==> config.mk <==
export PLATFORM = sky130hd
export DESIGN_NAME = matrix_row_scanner
export DESIGN_NICKNAME = d
export VERILOG_FILES = /design/src/rtl/matrix_row_scanner.sv
export SDC_FILE = /design/constraint.sdc
export NUM_CORES = 1
export LEC_CHECK = 0
export ABC_AREA = 1
export CORE_MARGIN = 1.5
export CORE_UTILIZATION = 44
export CTS_BUF_LIST = sky130_fd_sc_hd__clkbuf_4 sky130_fd_sc_hd__clkbuf_8 sky130_fd_sc_hd__clkbuf_16
export CTS_CLUSTER_DIAMETER = 120
export DETAILED_ROUTE_END_ITERATION = 7
export PLACE_DENSITY = 0.69
export SYNTH_ARGS = -nofsm -noshare
export SYNTH_HDL_FRONTEND = slang
export SYNTH_SLANG_ARGS = --single-unit
==> constraint.sdc <==
create_clock -name clka -period 3.22 [get_ports clka]
set_input_delay 0.644 -clock clka [delete_from_list [all_inputs] [get_ports clka]]
set_output_delay 0.644 -clock clka [all_outputs]
set_load 0.05 [all_outputs]
==> src/rtl/matrix_row_scanner.sv <==
// ---------------------------------------------------------------------------
// matrix_row_scanner
//   Row-multiplexed driver for a 7x7 LED matrix. It takes a whole-frame
//   snapshot of the playfield rows in a one-cycle LOAD state. It then drives
//   each row for DWELL cycles, with BLANK all-off cycles between rows. A board
//   update therefore never tears inside a frame.
//
//   Optional feature macro: BRIGHT_PWM_EN
//     Adds the brightness port. Column data is gated by a per-row PWM counter.
//     When the macro is undefined, columns run at full duty during DRIVE.
//
// Ports
//   clka         in   system clock, rising edge
//   restart_n    in   async active-low reset
//   vis_0..vis_6 in   playfield rows (bit c = column c lit)
//   vis_stable   in   rows are coherent; sampled only in LOAD
//   brightness   in   PWM duty select (BRIGHT_PWM_EN only)
//   row_sel      out  one-hot row enable, active high
//   col_drv      out  column data for the enabled row
//   row_idx      out  index of the row being scanned
//   frame_start  out  one-cycle pulse in the LOAD cycle of each frame
//
//   All outputs are registered. r_state names the state that the next rising
//   edge executes, and the outputs show what that edge produced.
//   ROWS must stay at 7 to match the vis_* port list.
// ---------------------------------------------------------------------------
module matrix_row_scanner #(
   parameter int ROWS     = 7,
   parameter int COLS     = 7,
   parameter int DWELL    = 16,
   parameter int BLANK    = 2,
   parameter int PWM_BITS = 3
) (
   input  logic                clka,
   input  logic                restart_n,
   input  logic [COLS-1:0]     vis_0,
   input  logic [COLS-1:0]     vis_1,
   input  logic [COLS-1:0]     vis_2,
   input  logic [COLS-1:0]     vis_3,
   input  logic [COLS-1:0]     vis_4,
   input  logic [COLS-1:0]     vis_5,
   input  logic [COLS-1:0]     vis_6,
   input  logic                vis_stable,
`ifdef BRIGHT_PWM_EN
   input  logic [PWM_BITS-1:0] brightness,
`endif
   output logic [ROWS-1:0]     row_sel,
   output logic [COLS-1:0]     col_drv,
   output logic [2:0]          row_idx,
   output logic                frame_start
);

   localparam int DW         = (DWELL > 1) ? $clog2(DWELL) : 1;
   localparam int BW         = (BLANK > 1) ? $clog2(BLANK) : 1;
   localparam int BLANK_LAST = (BLANK > 0) ? BLANK - 1 : 0;

   typedef enum logic [1:0] {ST_LOAD, ST_DRIVE, ST_BLANK} state_t;

   state_t          r_state, w_state_nxt;
   logic [2:0]      r_row, w_row_nxt;
   logic [DW-1:0]   r_dwell, w_dwell_nxt;
   logic [BW-1:0]   r_blank, w_blank_nxt;
   logic [COLS-1:0] r_snap [ROWS];
   logic [COLS-1:0] w_vis  [ROWS];

   logic [ROWS-1:0] r_row_sel, w_row_sel_nxt;
   logic [COLS-1:0] r_col_drv, w_col_nxt;
   logic [2:0]      r_row_idx, w_row_idx_nxt;
   logic            r_fs, w_fs_nxt;
   logic            w_load, w_adv, w_gate, w_dwell_last;

   assign w_vis[0] = vis_0;
   assign w_vis[1] = vis_1;
   assign w_vis[2] = vis_2;
   assign w_vis[3] = vis_3;
   assign w_vis[4] = vis_4;
   assign w_vis[5] = vis_5;
   assign w_vis[6] = vis_6;

   assign w_dwell_last = (r_dwell == DW'(DWELL - 1));

`ifdef BRIGHT_PWM_EN
   logic [PWM_BITS-1:0] r_pwm, w_pwm_nxt;

   // The counter equals the dwell position modulo 2^PWM_BITS. It is zero on
   // the first DRIVE cycle of every row, including back-to-back rows when
   // BLANK=0.
   assign w_gate = (r_pwm < brightness);

   always_comb begin
      w_pwm_nxt = '0;
      if (r_state == ST_DRIVE && !w_dwell_last)
         w_pwm_nxt = r_pwm + 1'b1;
   end

   always_ff @(posedge clka or negedge restart_n) begin
      if (!restart_n) r_pwm <= '0;
      else            r_pwm <= w_pwm_nxt;
   end
`else
   assign w_gate = 1'b1;
`endif

   always_comb begin
      w_state_nxt   = r_state;
      w_row_nxt     = r_row;
      w_dwell_nxt   = r_dwell;
      w_blank_nxt   = r_blank;
      w_row_sel_nxt = '0;
      w_col_nxt     = '0;
      w_row_idx_nxt = r_row;
      w_fs_nxt      = 1'b0;
      w_load        = 1'b0;
      w_adv         = 1'b0;
      case (r_state)
         ST_LOAD: begin
            w_fs_nxt      = 1'b1;
            w_row_idx_nxt = 3'd0;
            w_load        = vis_stable;
            w_row_nxt     = 3'd0;
            w_dwell_nxt   = '0;
            w_state_nxt   = ST_DRIVE;
         end
         ST_DRIVE: begin
            w_row_sel_nxt = ROWS'(1) << r_row;
            w_col_nxt     = w_gate ? r_snap[r_row] : '0;
            if (w_dwell_last) begin
               w_dwell_nxt = '0;
               w_blank_nxt = '0;
               if (BLANK == 0) w_adv = 1'b1;
               else            w_state_nxt = ST_BLANK;
            end else begin
               w_dwell_nxt = r_dwell + 1'b1;
            end
         end
         ST_BLANK: begin
            if (r_blank == BW'(BLANK_LAST)) w_adv = 1'b1;
            else                           w_blank_nxt = r_blank + 1'b1;
         end
         default: w_state_nxt = ST_LOAD;
      endcase
      // Next-row decision: after the last row, go back to a fresh LOAD.
      if (w_adv) begin
         if (r_row == 3'(ROWS - 1)) begin
            w_row_nxt   = 3'd0;
            w_state_nxt = ST_LOAD;
         end else begin
            w_row_nxt   = r_row + 3'd1;
            w_state_nxt = ST_DRIVE;
         end
      end
   end

   always_ff @(posedge clka or negedge restart_n) begin
      if (!restart_n) begin
         r_state   <= ST_LOAD;
         r_row     <= '0;
         r_dwell   <= '0;
         r_blank   <= '0;
         r_row_sel <= '0;
         r_col_drv <= '0;
         r_row_idx <= '0;
         r_fs      <= 1'b0;
         for (int r = 0; r < ROWS; r++) r_snap[r] <= '0;
      end else begin
         r_state   <= w_state_nxt;
         r_row     <= w_row_nxt;
         r_dwell   <= w_dwell_nxt;
         r_blank   <= w_blank_nxt;
         r_row_sel <= w_row_sel_nxt;
         r_col_drv <= w_col_nxt;
         r_row_idx <= w_row_idx_nxt;
         r_fs      <= w_fs_nxt;
         if (w_load)
            for (int r = 0; r < ROWS; r++) r_snap[r] <= w_vis[r];
      end
   end

   assign row_sel     = r_row_sel;
   assign col_drv     = r_col_drv;
   assign row_idx     = r_row_idx;
   assign frame_start = r_fs;

endmodule

==> results of run 1 <==
-- final timing paths --
kind | endpoint | slack [ns] | cells past startpoint
worst max-delay path | col_drv[3] | 1.09 | 1
worst min-delay path | r_dwell[0] | 0.43 | 1
worst max register to register | r_row[1] | 1.49 | 5
worst min register to register | r_snap[33] | 0.47 | 2
max in group asynchronous | r_snap[46] | 2.14 | 1
min in group clka | r_snap[33] | 0.47 | 2
-- routing by layer --
| metal | share of wire | vias to the layer above | wire [µm] | global-route usage |
|---|---|---|---|---|
| li1 | - | 1458 | - | - |
| met1 | 0.47 | 1377 | 3630 | 0.277 |
| met2 | 0.47 | 68 | 3620 | 0.299 |
| met3 | 0.046 | 12 | 353 | 0.0348 |
| met4 | 0.015 | 0 | 117 | 0.0885 |
| met5 | 0 | - | 0 | 0 |
-- logic make-up (layout without fill, tap and decap cells) --
logic type / count (synthesis) / in the layout / share of synthesized area
flip-flops: 77 / 77 / 0.551
AND/OR/NAND/NOR: 296 / 296 / 0.364
AO/OA/AOI/OAI: 10 / 10 / 0.0157
adder cells (fa/ha/maj): 2 / 2 / 0.00715
buffers and inverters: 40 / 102 / 0.0594
XOR/XNOR: 1 / 1 / 0.00250
-- flip-flops by register name, summed over array words and instances, names as in the netlist, 2 cells and up --
| name | count |
|---|---|
| r_dwell | 4 |
| row_idx | 3 |
| row_sel | 7 |
| r_state | 2 |
| r_snap | 49 |
| r_row | 3 |
| col_drv | 7 |
-- metrics by stage --
stage	total power, mW	utilization	setup slack, ns
2_1_floorplan	1.10	-	1.88
3_3_place_gp	1.20	0.541	1.48
3_5_place_dp	1.21	0.541	1.47
4_1_cts	2.06	0.571	1.08
5_1_grt	2.11	0.571	1.07
6_report	2.05	0.571	1.09
-- power breakdown --
part | internal (mW) | switching [mW] | leakage [nW]
Clock | 0.517 | 0.345 | 0.120
Combinational | 0.0817 | 0.0825 | 1.16
Sequential | 1.00 | 0.0187 | 0.979
-- cells in the final DEF (no fill, tap or decap), types with 2 or more instances in the layout --
cell type,instances
nand2_1,205
dfrtp_1,77
nand3_1,75
clkdlybuf4s50_1,67
inv_1,10
clkbuf_8,9
nor2_1,7
o21ai_0,7
buf_4,4
inv_2,3
nor2_8,3
nor2_2,3
bufinv_16,3
inv_4,2
ha_1,2
clkinv_2,2
-- cells in the mapped netlist (4+ instances only) --
cell      number
nand3_1       75
nand2_1      205
clkbuf_1       4
o21ai_0        7
dfrtp_1       77
inv_1         10
nor2_1         7
buf_2         14
-- final cells by class --
cell class	instances	area (µm²)	share of cell area
clock inverter	5	100	0.0227
inverter	15	61.3	0.0139
tap	102	128	0.0289
sequential	77	1930	0.436
multi-input combinational	309	1360	0.309
clock buffer	10	131	0.0298
timing repair buffer	72	706	0.160
==> impl_metrics.csv, run 1 <==
group,metric,value,unit
run_status,status,"finished, final reports clean",
place,port-buffer-count,69,
clock_tree,cts.reportedPaths.clkPinSlew,0.08,ns
synth,synth_top_cell_area_share,0.551,
setup_path,crit_path_max_fanout,1,
routing,wl,7710,µm
routing,num_vias,2915,
timing,setup_viol,0,
global_route,grt_pass1_vias,2805,
timing,holdWs,0.434,ns
routing,wl_per_cell,13.1,µm
clock_tree,hold_buffers,0,
clock_tree,cts_tree,"built",
timing,slew_violations,0,
place,gp_congestion,0.830,
clock_tree,clock_sink_count,77,
synth,yosysSeqAreaShare,0.551,
die,dieArea,8490,µm²
final_layout,insertedDiodeCount,0,
power,power_density,464,nW/µm²
flow_run,maxCapViolations,0,
timing,worstMarginPinSlew,0.968,ns
setup_path,cp_data_arrival_time,1.48,ns
final_layout,final_nets,538,
setup_path,crit_family,"buffers and inverters",
power,power.leakage,2.26,nW
die,fp.coreArea,7730,µm²
final_layout,syn2layout_area_growth,26.3,%
routing,drt_first_pass_iters,4,
clock_tree,cts_max_path_buffers,2,
synth,ys_types,23,
synth,ys_warn_count,0,
final_layout,stdcell_area,4420,µm²
synth,synth_nets,480,
timing,final.min_clock_period,2.13,ns
setup_path,critPathRequiredTime,2.58,ns
place,dp_hpwl,5150,µm
routing,avgViaCountPerCell,4.94,
die,die_w,92.2,µm
timing,timing.final.crit_share,0.660,
setup_path,rr_startpoint,"r_row[1]",
die,dieHeight,92.2,µm
setup_path,crit_start,"col_drv[3]",
synth,synthArstFlopShare,1.00,
die,rows,32,
global_route,antenna_found_initial,0,
clock_tree,cts_resized,0,
synth,synth_seq_cells,77,
power,irDropWorstVdd,0.204,mV
global_route,grt_max_degree,78,
timing,hold_viol_final,0,
place,placed_area,4180,µm²
routing,ant_nets,0,
final_layout,stdcell_count,590,
clock_tree,htreeDepth,3,
hold_path,hold_path.class,"input port to async pin",
synth,ys.flop_type,"dfrtp_1",
global_route,grt_overflow_total,0,
setup_path,path_cells,"clkdlybuf4s50_1",
synth,synth.area.top_cells,"dfrtp_1, nand2_1, nand3_1",
clock_tree,clkLatencyLatePin,0.35,ns
die,ios,70,
final_layout,drive_gt1_frac,0.0676,
global_route,grt_pass1_wl,13100,µm
synth,synth_cells,426,
timing,slew_headroom,0.355,
timing,finalClockSkew,0.0110,ns
synth,syn_avg_cell_area,8.21,µm²
clock_tree,root_buffer,"clkbuf_8",
setup_path,worstSetupPathType,"flip-flop to output port",
timing,clock.fmax,471,MHz
clock_tree,postCtsSetupBuffers,0,
setup_path,slowest_delay,0.80,ns
setup_path,end_kind,"output port",
routing,drc_errors,0,
synth,synth_edf_count,0,
routing,drtIter0Drc,123,
synth,synth_top_cell_by_area,"dfrtp_1",
synth,synth_area,3500,µm²
die,initial_utilization,0.453,
setup_path,crit_buf_inv,1,
timing,rsz0062_at_grt,"false",
clock_tree,cts_buffers,9,
place,post-place-cells,575,
setup_path,slowest_stage,"clkdlybuf4s50_1",
final_layout,fillers,716,
timing,setup-tns-final,0,ns
global_route,grt_usage,0.198,
setup_path,cp-start-kind,"flip-flop",
(Power assumes the default switching activity.)
==> inputs of run 2 (changes only) <==
--- a/config.mk
+++ b/config.mk
@@ -11,7 +11,7 @@
 export CTS_BUF_LIST = sky130_fd_sc_hd__clkbuf_4 sky130_fd_sc_hd__clkbuf_8 sky130_fd_sc_hd__clkbuf_16
 export CTS_CLUSTER_DIAMETER = 120
 export DETAILED_ROUTE_END_ITERATION = 7
-export PLACE_DENSITY = 0.69
+export PLACE_DENSITY = 0.72
 export SYNTH_ARGS = -nofsm -noshare
 export SYNTH_HDL_FRONTEND = slang
 export SYNTH_SLANG_ARGS = --single-unit
==> constraint.sdc (replaced) <==
create_clock -name clka -period 1.75 [get_ports clka]
set_input_delay 0.35 -clock clka [delete_from_list [all_inputs] [get_ports clka]]
set_output_delay 0.35 -clock clka [all_outputs]
set_load 0.05 [all_outputs]
==> impl_metrics.csv, run 2 (synthesized netlist as in run 1, its figures left out) <==
group,metric,value,unit
final_layout,fillers,687,
final_layout,register_area,1930,µm²
global_route,antenna_found_initial,0,
timing,slew_violations,0,
die,dieArea,8490,µm²
die,rows,32,
power,power_density,780,nW/µm²
clock_tree,root_buffer,"clkbuf_8",
place,gp_congestion,0.814,
setup_path,rr_startpoint,"r_state[1]",
die,initial_utilization,0.453,
routing,ant_nets,0,
setup_path,r2r_slack,0.23,ns
clock_tree,postCtsSetupBuffers,0,
clock_tree,clkLatencyLatePin,0.35,ns
clock_tree,cts_buffers,9,
global_route,grt_pass1_wl,13800,µm
clock_tree,hold_buffers,1,
timing,hold_viol_final,0,
die,ios,70,
setup_path,crit_path_max_fanout,36,
setup_path,r2r_cells,4,
power,irDropWorstVdd,0.401,mV
clock_tree,htreeDepth,3,
final_layout,stdcell_count,599,
final_layout,largest_reg_flops,49,
routing,drc_errors,0,
clock_tree,cts_tree,"built",
clock_tree,cts.reportedPaths.clkPinSlew,0.08,ns
setup_path,crit_start,"r_state[1]",
global_route,grt_usage,0.211,
flow_run,maxCapViolations,0,
setup_path,end_kind,"flip-flop",
timing,finalClockSkew,0.00946,ns
setup_path,cp_data_arrival_time,1.81,ns
final_layout,largest-register,"r_snap",
hold_path,whs_endpoint,"r_snap[33]",
timing,setup-tns-final,0,ns
die,dieHeight,92.2,µm
final_layout,final_common_cell,"nand2_1",
timing,setup_viol,0,
routing,wl_per_cell,13.2,µm
setup_path,worstSetupPathType,"flip-flop to flip-flop",
run_status,status,"finished, final reports clean",
timing,rsz0062_at_grt,"false",
clock_tree,cts_resized,0,
setup_path,reg2reg_to,"r_snap[34]",
timing,worstMarginPinSlew,0.610,ns
routing,drt_first_pass_iters,4,
routing,num_vias,2924,
setup_path,cp-start-kind,"flip-flop",
timing,timing.final.crit_share,0.869,
clock_tree,clock_sink_count,77,
die,die_w,92.2,µm
global_route,grt_max_degree,50,
place,dp_hpwl,5620,µm
routing,avgViaCountPerCell,4.88,
final_layout,multiInputGateArea,1360,µm²
power,power.leakage,2.29,nW
global_route,grt_pass1_vias,2941,
timing,slew_headroom,0.592,
global_route,grt_overflow_total,0,
hold_path,min-delay-start,"vis_stable",
place,port-buffer-count,69,
final_layout,syn2layout_area_growth,25.7,%
place,post-place-cells,582,
routing,wl,7900,µm
hold_path,hold_path.class,"input port to flip-flop",
final_layout,drive_gt1_frac,0.119,
final_layout,final_cell_mix,"nand2_1, dfrtp_1, nand3_1, clkdlybuf4s50_1, buf_4",
final_layout,insertedDiodeCount,0,
clock_tree,cts_max_path_buffers,2,
final_layout,final_nets,546,
timing,clock.fmax,657,MHz
hold_path,whs_path_depth,3,
setup_path,critPathRequiredTime,2.04,ns
die,fp.coreArea,7730,µm²
routing,drtIter0Drc,165,
timing,final.min_clock_period,1.52,ns
-- run 2: cell types whose count changed in the layout (fill, tap and decap cells not counted) --
| cell | before | now |
|---|---|---|
| buf_4 | 4 | 28 |
| clkinv_4 | 0 | 1 |
| clkdlybuf4s50_1 | 67 | 49 |
| dlygate4sd3_1 | 0 | 1 |
| clkinvlp_4 | 0 | 3 |
| bufinv_16 | 3 | 0 |
| clkinv_2 | 2 | 1 |
| clkbuf_8 | 9 | 10 |
| buf_12 | 0 | 1 |
-- run 2: worst max path at each step --
| stage | end | slack (ns) | cells past startpoint |
|---|---|---|---|
| floorplan | r_row[2] | 0.52 | 6 |
| detailed placement | r_snap[14] | 0.24 | 4 |
| global route | r_snap[19] | 0.08 | 4 |
| CTS | r_snap[14] | 0.22 | 4 |
| finish | r_snap[34] | 0.23 | 4 |
| global placement | r_snap[31] | 0.29 | 4 |
-- run 2: metrics by stage --
step           hold slack (ns)  area [µm²]  power [mW]  worst slack, ns   util
2_1_floorplan           0.0544        3500        2.02            0.519      -
3_3_place_gp             0.261        4200        2.22            0.289  0.544
3_5_place_dp             0.259        4200        2.23            0.239  0.544
4_1_cts                  0.321        4400        3.45            0.224  0.569
5_1_grt                  0.329        4400        3.59           0.0795  0.569
6_report                 0.331        4400        3.43            0.229  0.569
-- run 2: metal layers --
metal,wire length [µm],global-route usage,vias to the layer above
li1,-,-,1475
met1,3590,0.285,1360
met2,3820,0.332,81
met3,400,0.0373,8
met4,95,0.0936,0
met5,0,0,-
-- run 2: layout make-up --
type	count	area share
flip-flops and latches	77	0.438
multi-input cells	309	0.310
repair buffers	80	0.167
clock buffers	11	0.0330
well taps	102	0.0290
inverters	15	0.0139
clock inverters	5	0.00826
-- run 2: worst max-delay path: stages, from the launching register on --
cell,delay (ns)
dfrtp_1,0.53
nor2_8,0.29
buf_4,0.39
nand3_1,0.13
nand2_1,0.09
-- run 2: power breakdown --
group,switching (mW),internal [mW],total (mW)
sequential,0.0389,1.84,1.88
combinational,0.152,0.157,0.309
clock,0.669,0.569,1.24
==> inputs of run 3 (changes only) <==
--- a/config.mk
+++ b/config.mk
@@ -6,12 +6,14 @@
 export NUM_CORES = 1
 export LEC_CHECK = 0
 export ABC_AREA = 1
+export CELL_PAD_IN_SITES_DETAIL_PLACEMENT = 1
+export CELL_PAD_IN_SITES_GLOBAL_PLACEMENT = 2
 export CORE_MARGIN = 1.5
-export CORE_UTILIZATION = 44
+export CORE_UTILIZATION = 27
 export CTS_BUF_LIST = sky130_fd_sc_hd__clkbuf_4 sky130_fd_sc_hd__clkbuf_8 sky130_fd_sc_hd__clkbuf_16
 export CTS_CLUSTER_DIAMETER = 120
 export DETAILED_ROUTE_END_ITERATION = 7
-export PLACE_DENSITY = 0.72
+export PLACE_DENSITY = 0.75
 export SYNTH_ARGS = -nofsm -noshare
 export SYNTH_HDL_FRONTEND = slang
 export SYNTH_SLANG_ARGS = --single-unit
==> impl_metrics.csv, run 3 (synthesized netlist as in run 1, its figures left out) <==
group,metric,value,unit
clock_tree,clkLatencyLatePin,0.33,ns
clock_tree,root_buffer,"clkbuf_16",
power,power_density,938,nW/µm²
power,irDropWorstVdd,0.491,mV
final_layout,fillers,1535,
clock_tree,cts.reportedPaths.clkPinSlew,0.06,ns
place,port-buffer-count,69,
setup_path,worstSetupPathType,"flip-flop to flip-flop",
global_route,grt_pass1_wl,15900,µm
clock_tree,cts_resized,0,
die,initial_utilization,0.277,
global_route,grt_pass1_vias,3211,
routing,ant_nets,0,
final_layout,multiInputGateArea,1360,µm²
die,rows,41,
timing,slew_headroom,0.712,
clock_tree,cts_buffers,9,
routing,avgViaCountPerCell,4.45,
timing,holdWs,0.0253,ns
setup_path,critPathRequiredTime,1.96,ns
setup_path,end_kind,"flip-flop",
final_layout,register_area,1930,µm²
timing,setup_viol,0,
final_layout,final_cell_mix,"nand2_1, dfrtp_1, nand3_1, clkdlybuf4s50_1, buf_4",
final_layout,final_common_cell,"nand2_1",
routing,drtIter0Drc,130,
clock_tree,cts_max_path_buffers,2,
global_route,grt_overflow_total,0,
die,die_w,117,µm
final_layout,stdcell_count,671,
routing,wl_per_cell,14.0,µm
setup_path,cp_data_arrival_time,1.63,ns
timing,clock.fmax,704,MHz
die,fp.coreArea,12600,µm²
timing,slew_violations,0,
routing,wl,9400,µm
clock_tree,hold_buffers,0,
final_layout,final_nets,548,
timing,finalClockSkew,0.00734,ns
setup_path,crit_path_max_fanout,26,
final_layout,syn2layout_area_growth,33.5,%
global_route,grt_usage,0.153,
global_route,grt_max_degree,78,
run_status,status,"finished, final reports clean",
clock_tree,clock_sink_count,77,
die,dieArea,13600,µm²
hold_path,hold_path.class,"input port to async pin",
final_layout,insertedDiodeCount,0,
timing,setup-tns-final,0,ns
final_layout,largest_reg_flops,49,
timing,rsz0062_at_grt,"false",
setup_path,cp-start-kind,"flip-flop",
die,dieHeight,117,µm
timing,hold_viol_final,0,
global_route,antenna_found_initial,0,
timing,worstMarginPinSlew,0.432,ns
final_layout,largest-register,"r_snap",
place,gp_congestion,0.740,
timing,timing.final.crit_share,0.812,
power,power.leakage,2.39,nW
clock_tree,htreeDepth,3,
place,post-place-cells,655,
routing,drt_first_pass_iters,4,
timing,final.min_clock_period,1.42,ns
final_layout,drive_gt1_frac,0.124,
routing,drc_errors,0,
routing,num_vias,2985,
die,ios,70,
flow_run,maxCapViolations,0,
clock_tree,cts_tree,"built",
place,dp_hpwl,6590,µm
clock_tree,postCtsSetupBuffers,0,
run 3: cell count changes in the layout (fill, tap and decap cells not counted), sizes merged:
cell	before	now
buf	30	33
inv	15	16
clkinvlp	3	1
bufinv	0	3
dlygate4sd3	1	0
clkinv	2	0
run 3: stage by stage:
stage | power [mW] | utilization | cell area (µm²) | setup WS [ns]
6_report | 4.38 | 0.370 | 4670 | 0.329
3_3_place_gp | 2.23 | 0.342 | 4310 | 0.363
3_5_place_dp | 2.23 | 0.342 | 4310 | 0.350
2_1_floorplan | 2.02 | - | 3500 | 0.519
4_1_cts | 4.44 | 0.370 | 4670 | 0.330
5_1_grt | 4.54 | 0.370 | 4670 | 0.206
run 3: critical path, cell delays in order (launching register included):
cell and delay [ns]:
dfrtp_1 0.52, nor2_8 0.20, buf_4 0.32, nor2_1 0.10
nand2_1 0.07, o21ai_0 0.09
run 3: worst paths after layout:
path	to	depth (start not counted)	from	slack, ns
worst max-delay path	r_row[2]	5	r_state[1]	0.33
worst min-delay path	r_snap[44]	2	restart_n	0.03
worst max register to register	r_row[2]	5	r_state[1]	0.33
worst min register to register	r_snap[22]	2	r_snap[22]	0.47
max in group asynchronous	r_snap[18]	2	restart_n	1.38
min in group clka	r_snap[22]	2	r_snap[22]	0.47
run 3: area by class of cell:
cell class,instances,share of cell area
Clock buffer,11,0.0528
Clock inverter,5,0.0228
Sequential cell,77,0.413
Timing Repair Buffer,82,0.160
Multi-Input combinational cell,309,0.292
Tap cell,172,0.0461
Inverter,15,0.0131
run 3: power by group:
| part | total, mW | internal [mW] | switching (mW) |
|---|---|---|---|
| clock | 2.18 | 1.45 | 0.731 |
| sequential | 1.88 | 1.85 | 0.0365 |
| combinational | 0.312 | 0.155 | 0.157 |
run 3: metal layers:
metal  GRT usage  wire, µm  vias up
met2       0.264      4590       48
met1       0.196      4360     1451
met3      0.0268       295       11
li1            -         -     1475
met5           0         0        -
met4      0.0458       152        0
==> variant: new RTL, config.mk and constraints of run 2 <==
Put one more register stage on the output `row_sel`, cleared by the reset. The value now appears one clock later. The other outputs are not delayed to match.
--- a/src/rtl/matrix_row_scanner.sv
+++ b/src/rtl/matrix_row_scanner.sv
@@ -176,7 +176,13 @@
       end
    end
 
-   assign row_sel     = r_row_sel;
+   always_ff @(posedge clka or negedge restart_n) begin
+      if (!restart_n) begin
+         row_sel <= '0;
+      end else begin
+         row_sel <= r_row_sel;
+      end
+   end
    assign col_drv     = r_col_drv;
    assign row_idx     = r_row_idx;
    assign frame_start = r_fs;
Behaviour: not the same (a bounded check fails within 4 cycles, from zero or initial values).
==> variant against run 2 <==
Sequential cell count increased by 7; count of clock-buffer cells in the layout increased by 1; power increased by 9.5%; cell area increased by 5.6%; global-route usage decreased by 1.1 points; wire length increased by 1.6%; worst setup slack improved by 0.066 ns; critical path depth increased by 3; synthesized area increased by 5.0%; largest cell class unchanged.
==> variant: results (changes against run 2) <==
| Metric | Value |
|---|---|
| Worst hold stages | 0 (-3) |
| VDD IR max | 0.438 mV (+9.1%) |
| Synthesized area per cell | 8.48 um^2 (+3.3%) |
| HPWL Detailed | 5590 um (-0.45%) |
| FF-to-FF path depth | 7 (+3) |
| Reg2reg setup slack | 0.30 ns (+0.07 ns) |
| Vias | 3022 (+3.4%) |
| Post-DP Area | 4430 um^2 (+5.3%) |
| # placed instances | 594 (+2.1%) |
| Synth Area in Compound Gates | 1.50% (-0.075 points) |
| Post-synth top cells | nand2_1, dfrtp_1, nand3_1 |
| Worst hold endpoint | row_sel[3] |
| R2R Path End | col_drv[4] |
| Worst slew margin | 68.9% (+9.7 points) |
| DR iter-0 viols | 196 (+19%) |
| Reg-to-reg critical path startpoint | r_row[0] |
| Share of cells above drive strength 1 | 11.9% (-0.014 points) |
| First-pass GRT wire length | 13700 um (-0.95%) |
| Leak pwr | 2.43 nW (+5.8%) |
| Critical Path Fanout Max | 24 (-33%) |
| Arrival time of the worst setup path | 1.74 ns (-0.07 ns) |
| XOR/XNOR Fraction of Synth Area | 0.239% (-0.012 points) |
| Final Net Count | 555 (+1.6%) |
| Top_reg_cell synth | dfrtp_1 |
| Ranking of synthesized cells by area | dfrtp_1, nand2_1, nand3_1 |
| Run status | finished clean |
| Post-Syn Nets | 487 (+1.5%) |
| WHS | 0.352 ns (+0.0212 ns) |
| GRT met3 Usage | 4.35% (+0.62 points) |
| Register area share after synthesis | 57.2% (+2.1 points) |
| Hold Startpoint | r_row_sel[3] |
| Hold WC Path Type | flip-flop to flip-flop |
| Vias in the first global route | 2947 (+0.20%) |
| DRT Wirelength | 8030 um (+1.6%) |
| Routability cong. | 0.839 (+3.1%) |
| Drt via density | 4.95 (+1.3%) |
| Adder-cell share of the synthesized area | 0.681% (-0.034 points) |
| Global Route Usage Sum | 20.0% (-1.1 points) |
| Met1 Usage GRT | 26.2% (-2.2 points) |
-- variant: changes by cell type after synthesis --
cell and delta:
dfrtp_1 +7
-- variant: worst max path at each step --
stage | start | depth (start not counted) | slack [ns] | end
finish | r_row[0] | 7 | 0.30 | col_drv[4]
global placement | vis_stable | 5 | 0.19 | r_snap[25]
CTS | r_state[1] | 5 | 0.31 | r_snap[41]
detailed placement | vis_stable | 5 | 0.11 | r_snap[44]
global route | r_row[0] | 5 | 0.16 | r_row[1]
floorplan | r_row[1] | 6 | 0.52 | r_row[2]
-- variant: cells by family (layout without fill, tap and decap cells) --
kind of cell,Yosys count,count (layout)
buffers and inverters,40,113
adder cells (fa/ha/maj),2,2
XOR/XNOR,1,1
AND/OR/NAND/NOR,296,296
AO/OA/AOI/OAI,10,10
flip-flops,84,84
-- variant: layer usage --
layer | wire [um] | up-vias
met1 | 3580 | 1434
li1 | - | 1503
met2 | 3890 | 75
met3 | 426 | 10
met5 | 0 | -
met4 | 136 | 0
-- variant: area by class of cell --
class	count	area (um^2)
Tap cell	105	131
Sequential cell	84	2100
Clock inverter	4	48.8
Clock buffer	12	153
Timing Repair Buffer	82	781
Multi-Input combinational cell	309	1360
Fill cell	712	3490
Inverter	15	61.3
-- variant: where the power goes --
part / total, mW / internal [mW] / switching [mW] / leakage, nW
clock: 1.40 / 0.728 / 0.667 / 0.107
combinational: 0.321 / 0.161 / 0.160 / 1.25
sequential: 2.04 / 2.01 / 0.0344 / 1.07
total: 3.76 / 2.89 / 0.861 / 2.43
-- variant: critical path, cell delays in order, from the launching register on --
cell and delay (ns):
dfrtp_1 0.49, inv_2 0.38, nand2_1 0.11, nand2_1 0.09
nand2_1 0.06, nand2_1 0.10, nand2_1 0.06, nand2_1 0.09
